--- src/rtl/cond_logic.sv ---
// Conditional-execution stage: holds the NZCV flags, evaluates the condition
// field against them, gates the write strobes and counts squashed instructions.
module cond_logic #(
   parameter int CNT_W = 16
) (
   input  logic             clk,
   input  logic             rst,
   input  logic             en,
   input  logic             instr_valid,
   input  logic [3:0]       Cond,
   input  logic [3:0]       ALUFlags,
   input  logic [1:0]       FlagW,
   input  logic             PCS,
   input  logic             RegW,
   input  logic             MemW,
   input  logic             NoWrite,
   output logic             CondEx,
   output logic             PCSrc,
   output logic             RegWrite,
   output logic             MemWrite,
   output logic [3:0]       Flags,
   output logic [CNT_W-1:0] squash_cnt
);

   logic [3:0]       flags_q, flags_d;
   logic [CNT_W-1:0] cnt_q, cnt_d;
   logic             n_flag, z_flag, c_flag, v_flag;
   logic             cond_ex;

   assign {n_flag, z_flag, c_flag, v_flag} = flags_q;

   // Evaluated against registered flags only, so an instruction never sees its own result.
   always_comb begin
      cond_ex = 1'b0;
      case (Cond)
         4'b0000: cond_ex = z_flag;
         4'b0001: cond_ex = ~z_flag;
         4'b0010: cond_ex = c_flag;
         4'b0011: cond_ex = ~c_flag;
         4'b0100: cond_ex = n_flag;
         4'b0101: cond_ex = ~n_flag;
         4'b0110: cond_ex = v_flag;
         4'b0111: cond_ex = ~v_flag;
         4'b1000: cond_ex = c_flag & ~z_flag;
         4'b1001: cond_ex = ~c_flag | z_flag;
         4'b1010: cond_ex = (n_flag == v_flag);
         4'b1011: cond_ex = (n_flag != v_flag);
         4'b1100: cond_ex = ~z_flag & (n_flag == v_flag);
         4'b1101: cond_ex = z_flag | (n_flag != v_flag);
         default: cond_ex = 1'b1;
      endcase
   end

   always_comb begin
      flags_d = flags_q;
      cnt_d   = cnt_q;
      if (en) begin
         if (FlagW[1] && cond_ex) flags_d[3:2] = ALUFlags[3:2];
         if (FlagW[0] && cond_ex) flags_d[1:0] = ALUFlags[1:0];
         if (instr_valid && !cond_ex && (cnt_q != {CNT_W{1'b1}}))
            cnt_d = cnt_q + 1'b1;
      end
   end

   always_ff @(posedge clk) begin
      if (rst) begin
         flags_q <= 4'b0000;
         cnt_q   <= '0;
      end else begin
         flags_q <= flags_d;
         cnt_q   <= cnt_d;
      end
   end

   assign CondEx     = cond_ex;
   assign PCSrc      = ~rst & PCS & cond_ex;
   assign RegWrite   = ~rst & RegW & cond_ex & ~NoWrite;
   assign MemWrite   = ~rst & MemW & cond_ex;
   assign Flags      = flags_q;
   assign squash_cnt = cnt_q;

endmodule

--- config.mk ---
export PLATFORM = sky130hd
export DESIGN_NAME = cond_logic
export DESIGN_NICKNAME = d
export VERILOG_FILES = /design/src/rtl/cond_logic.sv
export SDC_FILE = /design/constraint.sdc
export NUM_CORES = 1
export LEC_CHECK = 0
export ABC_AREA = 1
export ABC_CLOCK_PERIOD_IN_PS = 2900
export BUFFER_PORTS_ARGS = -buffer_cell sky130_fd_sc_hd__buf_2
export CAP_MARGIN = 20
export CORE_MARGIN = 3
export CORE_UTILIZATION = 56
export CTS_BUF_LIST = sky130_fd_sc_hd__clkbuf_16
export CTS_CLUSTER_DIAMETER = 100
export DETAILED_ROUTE_END_ITERATION = 6
export PLACE_DENSITY = 0.84
export SLEW_MARGIN = 0
export SYNTH_ARGS = -nofsm -noshare
export SYNTH_HDL_FRONTEND = slang
export SYNTH_SLANG_ARGS = --single-unit
--- constraint.sdc ---
create_clock -name clk -period 2.9 [get_ports clk]
set_input_delay 0.435 -clock clk [delete_from_list [all_inputs] [get_ports clk]]
set_output_delay 0.435 -clock clk [all_outputs]
set_load 0.03 [all_outputs]
* Yosys cells after proc, flatten, opt, wreduce, memory -nomap -nowiden
Cells that the tools add are included.
Storage, ports and cells: register bits 20, input bits 18, logic and storage cells 47
Operators by class: add/sub/neg operators 1, equal/unequal tests 16, mux-type cells 1, bitwise gates (word level) 17, reductions and logical operators 9
Operator list (number):
- equality test 4 bit (second input constant) | 6
- adder 16 x 1 -> 16 bit (second input constant) | 1
- equality test 4 x 3 -> 1 bit (second input constant) | 4
- inequality test 16 bit (second input constant) | 1
- one-hot mux 1 bit (14 select lines) | 1
- bitwise AND 1 bit | 9
- equality test 4 x 2 -> 1 bit (second input constant) | 2
- inverter 1 bit | 6
- AND reduction 2 bit | 3
- equality test 4 x 1 -> 1 bit (second input constant) | 1
- logical AND 1 bit | 4
- logical NOT 4 bit | 1
- bitwise OR 1 bit | 2
- equality test 1 bit | 1
- logical NOT 1 bit | 1
- inequality test 1 bit | 1

* Longest topological paths before layout
Gate-level depths: netlist (run 1).
depth in word-level cells 7, gate-level depth with buffers 12, depth with buffers taken out 12

* Worst setup path before layout (run 1)
No wires, ideal clock.
path type reg-to-output, from register flags_q[0], in the netlist Flags[0], to output port RegWrite, arrival time 1.899 ns, data required time 2.465 ns, setup slack 0.566 ns, stages on the path, launching flop included 10, path through dfxtp_1 inv_1 nand2_1 nand3_2 nand2_1 nand2_1 nand3_1 nor2_4 buf_4 nor3_1
On the way: word-level cells in the longest chain between the ends 5, elaborated cells between the ends (all ways) 8, classes of those cells eq/ne: 2; mux: 1; bitwise: 5
Ends and longest elaborated chain:
- start: declaration | RTL line 25 | logic [3:0] flags_q, flags_d;
- start signal: assignment | RTL line 70 | flags_q <= flags_d;
- inequality test 1 bit / equality test 1 bit (equally long branches)
- bitwise OR 1 bit / bitwise AND 1 bit (equally long branches) | RTL line 49, 48
- one-hot mux 1 bit (14 select lines) (*) | RTL line 35 | case (Cond)
- bitwise AND 1 bit (*) (2 in a row) | RTL line 77 | assign RegWrite = ~rst & RegW & cond_ex & ~NoWrite;
- end: declaration | RTL line 19 | output logic RegWrite,
Mark *: on every way between the ends. The rest lies on a longest branch, timed or not.

* Final worst setup path (run 1)
from register flags_q[3], in the netlist Flags[3], to output port CondEx
On the way: word-level cells in the longest chain between the ends 3, elaborated cells between the ends (all ways) 6, classes of those cells eq/ne: 2; mux: 1; bitwise: 3
Ends and longest elaborated chain:
- inequality test 1 bit / equality test 1 bit (equally long branches)
- bitwise OR 1 bit / bitwise AND 1 bit (equally long branches) | RTL line 49, 48
- one-hot mux 1 bit (14 select lines) (*) | RTL line 35
- end: declaration | RTL line 17 | output logic CondEx,
Marked as above.

==> results_dict.tcl, run 1 <==
set metrics [dict create \
    status "complete, no violations" \
    drc_errors 0 \
    post_synth_instance_area_sq_mm 0.00155 \
    maxClockFrequency_mhz 481 \
    fin_worst_skew_ns 0.00452 \
    drive_gt1_share_pct 17.5 \
    fin_crit_ns 2.08 \
    ys_seq_area_share_pct 25.9 \
    crit_arrival_ns 1.64 \
    overflow 0 \
    clock_path_buffers 2 \
    fp.dieH_um 58.5 \
    first_pass_iters 4 \
    synthArstFlopShare_pct 0 \
    grt.total_usage_pct 22.1 \
    yosys_warnings 0 \
    die_w_um 58.5 \
    routedWlPerCell_um 10.2 \
    hold_buffers 0 \
    tritoncts "yes" \
    synth.most_common_cell "nand2_1" \
    peakVddDrop_mv 0.432 \
    r2r_start "squash_cnt[0]" \
    fillCellCount 254 \
    r2r_end "squash_cnt[10]" \
    critPathRequiredTime_ns 2.47 \
    synth.largest_area_cell "dfxtp_1" \
    r2r_slack_ns 0.87 \
    layout.nets 335 \
    worstSetupEndpoint "CondEx" \
    setup_viol 0 \
    core_area_sq_mm 0.00254 \
    end_kind "output pin" \
    clock-sinks 20 \
    grt_pass1_wl_um 6100 \
    tns_ns 0 \
    clockRootBuffer "clkbuf_16" \
    ys_ff_latch 20 \
    synth_top_area_share_pct 25.9 \
    crit_path_max_fanout 7 \
    power_leakage_uw 0.00102 \
    num_vias 1719 \
    yosys-top-cells-count "nand2_1 (79), inv_1 (59), nor2_1 (37), nand3_1 (26), nand4_1 (23)" \
    start_kind "flip-flop" \
    syn_to_final_growth_pct 20.2 \
    r2r_cells 11 \
    dr.first_iter.drc_count 94 \
    synth.avg_cell_area_sq_um 5.60 \
    place_congestion 0.886 \
    insertion_delay_ns 0.25 \
    rows 18 \
    post_cts_resized 0 \
    avgViaCountPerCell 4.98 \
    grt_max_degree 29 \
    netlist-cell-type-count 23 \
    fin_crit_sh_pct 71.6 \
    cts_made_buffers 3 \
    setup.worst_path.class "reg2out" \
    power.density_mw_per_mm2 458 \
    regArea_sq_um 400 \
    drv_cap 0 \
    post_cts_buffers 0 \
    initial_core_util_pct 60.7 \
    ios 42 \
    startpoint "Flags[3]" \
    synth-edff-count 0 \
    synthTopCellsByArea "dfxtp_1 (26%), nand2_1 (19%), inv_1 (14%), nand4_1 (9.3%), nor2_1 (9.0%)" \
    p_total_uw 851 \
    die-area_sq_mm 0.00343 \
    detailed_place_hpwl_um 2670 \
    worst_pin_slew_ns 0.537 \
    hold_class "in2reg" \
    ant_nets 0 \
    first_global_vias 1483 \
    synthCells 276 \
    max_slew_margin_pct 64.2 \
    n_antenna_cell 0 \
    antenna_found_initial 0 \
    multiInputGateArea_sq_um 857 \
    rsz0062_at_grt "false" \
    slew_violations 0 \
    htreeDepth 1 \
    wl_um 3520 \
    cts.clk_slew.worst_paths_ns 0.06 \
    synthFlopType "dfxtp_1" \
    hold_violations 0 \
    synth_nets 295 \
    portBuffers 41 \
]
-- routing by layer --
metal  vias to the layer above  GRT usage (%)  share of wire (%)
met5                         -              0                  0
met4                         0           4.64               0.60
met3                         4           4.82                6.0
met2                        47           36.7                 44
met1                       735           29.5                 49
li1                        933              -                  -
-- kinds of logic (layout without fill, tap and decap cells) --
logic type,count (synthesis),count (layout),synth area share [%]
compound gates,4,4,1.54
xor+xnor,3,3,1.70
fa+ha+maj,1,1,0.810
buf+inv,70,109,18.6
flops,20,20,25.9
simple gates,178,178,51.4
-- per-stage QoR --
stage / utilization (%) / hold slack, ns / instances / setup WS (ns) / cell area (sq um)
CTS: 73.0 / 0.496 / 345 / 0.813 / 1860
floorplan: - / 0.618 / 276 / 0.566 / 1550
finish: 73.0 / 0.506 / 345 / 0.823 / 1860
global placement: 68.8 / 0.510 / 341 / 0.951 / 1750
global route: 73.0 / 0.523 / 345 / 0.613 / 1860
detailed placement: 68.8 / 0.525 / 341 / 0.901 / 1750
-- worst min-delay path by stage --
| stage | from | end | slack [ns] | depth (start not counted) |
|---|---|---|---|---|
| after floorplan | squash_cnt[12] | squash_cnt[12] | 0.62 | 2 |
| after global placement | squash_cnt[12] | squash_cnt[12] | 0.51 | 2 |
| after detailed placement | squash_cnt[12] | squash_cnt[12] | 0.53 | 2 |
| after CTS | FlagW[1] | Flags[2] | 0.50 | 4 |
| after global routing | FlagW[0] | Flags[1] | 0.52 | 4 |
| final | FlagW[1] | Flags[3] | 0.51 | 4 |
-- sequential cells by signal (all words and copies together), names as in the netlist --
name and count:
Flags 4, squash_cnt 16
-- placed cells by master, fill, tap and decap left out, drive strengths merged, types with 2 or more instances in the layout --
| cell type | instances |
|---|---|
| nand4 | 23 |
| nand3 | 28 |
| xor2 | 2 |
| nand2 | 79 |
| buf | 44 |
| clkbuf | 3 |
| a21oi | 4 |
| nor3 | 7 |
| nor2 | 40 |
| dfxtp | 20 |
| inv | 60 |
-- where the power goes --
| group | internal [uW] | leakage [uW] | switching, uW | total, uW |
|---|---|---|---|---|
| sequential | 285 | 0.000162 | 11.8 | 296 |
| clock | 274 | 0.0000511 | 101 | 374 |
| combinational | 57.1 | 0.000802 | 123 | 180 |
-- worst max-delay path: stages, from the launching register on --
cell and delay (ns):
dfxtp_1 0.41, inv_1 0.11, nand2_1 0.11, nand3_2 0.10
nand2_1 0.11, nand2_1 0.07, nor2_1 0.09, nand2_1 0.16
buf_2 0.23
-- area by class of cell --
| type | instances | share of cell area, % |
|---|---|---|
| sequential | 20 | 21.6 |
| clock buffer | 3 | 4.04 |
| tap | 30 | 2.02 |
| inverter | 61 | 12.3 |
| timing repair buffer | 44 | 12.3 |
| clock inverter | 1 | 1.62 |
| multi-input combinational | 186 | 46.2 |
Note: power is estimated with default switching activity, not from simulation.
==> run 2: changes to the inputs <==
--- a/config.mk
+++ b/config.mk
@@ -6,15 +6,15 @@
 export NUM_CORES = 1
 export LEC_CHECK = 0
 export ABC_AREA = 1
-export ABC_CLOCK_PERIOD_IN_PS = 2900
+export ABC_CLOCK_PERIOD_IN_PS = 2100
 export BUFFER_PORTS_ARGS = -buffer_cell sky130_fd_sc_hd__buf_2
 export CAP_MARGIN = 20
 export CORE_MARGIN = 3
-export CORE_UTILIZATION = 56
+export CORE_UTILIZATION = 52
 export CTS_BUF_LIST = sky130_fd_sc_hd__clkbuf_16
 export CTS_CLUSTER_DIAMETER = 100
 export DETAILED_ROUTE_END_ITERATION = 6
-export PLACE_DENSITY = 0.84
+export PLACE_DENSITY = 0.79
 export SLEW_MARGIN = 0
 export SYNTH_ARGS = -nofsm -noshare
 export SYNTH_HDL_FRONTEND = slang
==> constraint.sdc (replaced) <==
create_clock -name clk -period 2.1 [get_ports clk]
set_input_delay 0.315 -clock clk [delete_from_list [all_inputs] [get_ports clk]]
set_output_delay 0.315 -clock clk [all_outputs]
set_load 0.03 [all_outputs]
==> run 2 against run 1 <==
- clock skew decreased by 0.0021 ns
- flip-flop and latch count unchanged
- die area increased by 6.9%
- first-iteration DRC count is 9.6% higher
- worst setup slack lost 0.61 ns
- total power is 39% higher
- critical path depth did not move
- global-route usage down 1.2 points
==> results_dict.tcl, run 2 (synthesis gave the netlist of run 1 again) <==
set metrics [dict create \
    fin_crit_sh_pct 89.7 \
    cts.clk_slew.worst_paths_ns 0.06 \
    fin_crit_ns 1.88 \
    min_from "FlagW[1]" \
    start_kind "flip-flop" \
    worst_pin_slew_ns 0.326 \
    fin_worst_skew_ns 0.00244 \
    met1_usage_pct 31.7 \
    pwr-share-seq_pct 34.6 \
    clockRootBuffer "clkbuf_16" \
    first_pass_iters 4 \
    setup_viol 0 \
    syn_to_final_growth_pct 21.8 \
    top_usage_layer "met1" \
    final_cell_area_sq_mm 0.00188 \
    power.density_mw_per_mm2 629 \
    r2r_slack_ns 0.35 \
    tns_ns 0 \
    core_area_sq_mm 0.00281 \
    antenna_found_initial 0 \
    wl_um 3510 \
    setup.worst_path.class "reg2out" \
    fp.dieH_um 60.5 \
    switching_share_pct 27.6 \
    place_area_sq_mm 0.00177 \
    overflow 0 \
    hold_class "in2reg" \
    die-area_sq_mm 0.00366 \
    cts_made_buffers 3 \
    insertion_delay_ns 0.25 \
    r2r_start "Flags[0]" \
    die_w_um 60.5 \
    grt_use_met2_pct 30.7 \
    drv_cap 0 \
    grt_pass1_wl_um 6120 \
    dr.first_iter.drc_count 103 \
    hold_end "Flags[3]" \
    crit_arrival_ns 1.57 \
    grtUsageMet3_pct 3.19 \
    initial_core_util_pct 55.1 \
    power_leakage_uw 0.00103 \
    ios 42 \
    place_congestion 0.913 \
    layout.nets 337 \
    drive_gt1_share_pct 18.6 \
    rows 19 \
    layout_commonest_cell "nand2_1" \
    dp_cells 343 \
    routedWlPerCell_um 10.1 \
    hold_violations 0 \
    htreeDepth 1 \
    n_antenna_cell 0 \
    clock-sinks 20 \
    max_slew_margin_pct 78.1 \
    detailed_place_hpwl_um 2650 \
    critPathRequiredTime_ns 1.78 \
    clock_path_buffers 2 \
    grt.total_usage_pct 21.0 \
    tritoncts "yes" \
    largest_reg_flops 16 \
    portBuffers 41 \
    worst_hold_slack_ns 0.379 \
    first_global_vias 1421 \
    status "complete, no violations" \
    final_cell_mix "nand2_1 (79), inv_1 (59), buf_2 (40)" \
    grt_max_degree 21 \
    rsz0062_at_grt "false" \
    hold_depth 4 \
    slew_violations 0 \
    end_kind "output pin" \
    avgViaCountPerCell 4.91 \
    drc_errors 0 \
    clockPowerShare_pct 43.7 \
    power.internal_uw 857 \
    ant_nets 0 \
    crit_path_max_fanout 7 \
    peakVddDrop_mv 0.591 \
    r2r_cells 11 \
    switchingPower_uw 326 \
    maxClockFrequency_mhz 531 \
    instances_no_fill 348 \
    r2r_end "squash_cnt[4]" \
    num_vias 1710 \
    combPwrFrac_pct 21.7 \
]
-- run 2: cell types whose count changed in the layout (fill, tap and decap cells not counted), sizes merged --
cell / change
buf: +1
clkbuf: +1
-- run 2: worst max path at each step --
stage | startpoint | slack (ns) | end
after floorplan | Flags[0] | 0.13 | MemWrite
after global placement | Cond[1] | 0.33 | squash_cnt[5]
after detailed placement | Cond[1] | 0.29 | squash_cnt[5]
after CTS | Flags[3] | 0.09 | PCSrc
after global routing | Flags[2] | 0.05 | CondEx
final | Flags[0] | 0.22 | CondEx
-- run 2: layer usage --
| layer | wire length, um | share of wire, % | up-vias |
|---|---|---|---|
| met5 | 0 | 0 | - |
| met4 | 66 | 1.9 | 0 |
| met3 | 206 | 5.9 | 8 |
| met2 | 1470 | 42 | 56 |
| met1 | 1770 | 50 | 709 |
| li1 | - | - | 937 |
-- run 2: repair_timing --
item	in CTS	in global routing
setup endpoints to repair	0	4
gates resized for setup	0	2
buffers inserted	0	1
hold buffers	0	0
-- run 2: cell type report --
cell class / count / area (sq um)
fill: 252 / 923
multi-input combinational: 186 / 862
sequential: 20 / 402
timing repair buffer: 46 / 245
inverter: 61 / 229
clock buffer: 3 / 75.1
tap: 31 / 38.8
clock inverter: 1 / 30.0
-- run 2: power groups by stage --
stage,Clock [uW],Sequential [uW],Combinational [uW]
final,517,409,257
after global routing,548,412,288
after CTS,527,409,251
after detailed placement,0,417,249
after global placement,0,417,247
after floorplan,0,440,168
-- run 2: critical path, stage by stage, from the launching register on --
cell      delay (ns)
dfxtp_1         0.39
inv_1           0.09
nand2_1         0.11
nand3_2         0.10
nand2_1         0.11
nand2_1         0.06
nor2_1          0.08
nand2_1         0.16
clkbuf_4        0.23
-- run 2: per-stage QoR --
| stage | util [%] | total power [uW] | setup slack [ns] |
|---|---|---|---|
| 5_1_grt | 67.1 | 1250 | 0.0509 |
| 6_report | 67.1 | 1180 | 0.217 |
| 4_1_cts | 66.7 | 1190 | 0.0936 |
| 2_1_floorplan | - | 608 | 0.135 |
| 3_3_place_gp | 62.9 | 664 | 0.330 |
| 3_5_place_dp | 62.9 | 666 | 0.287 |
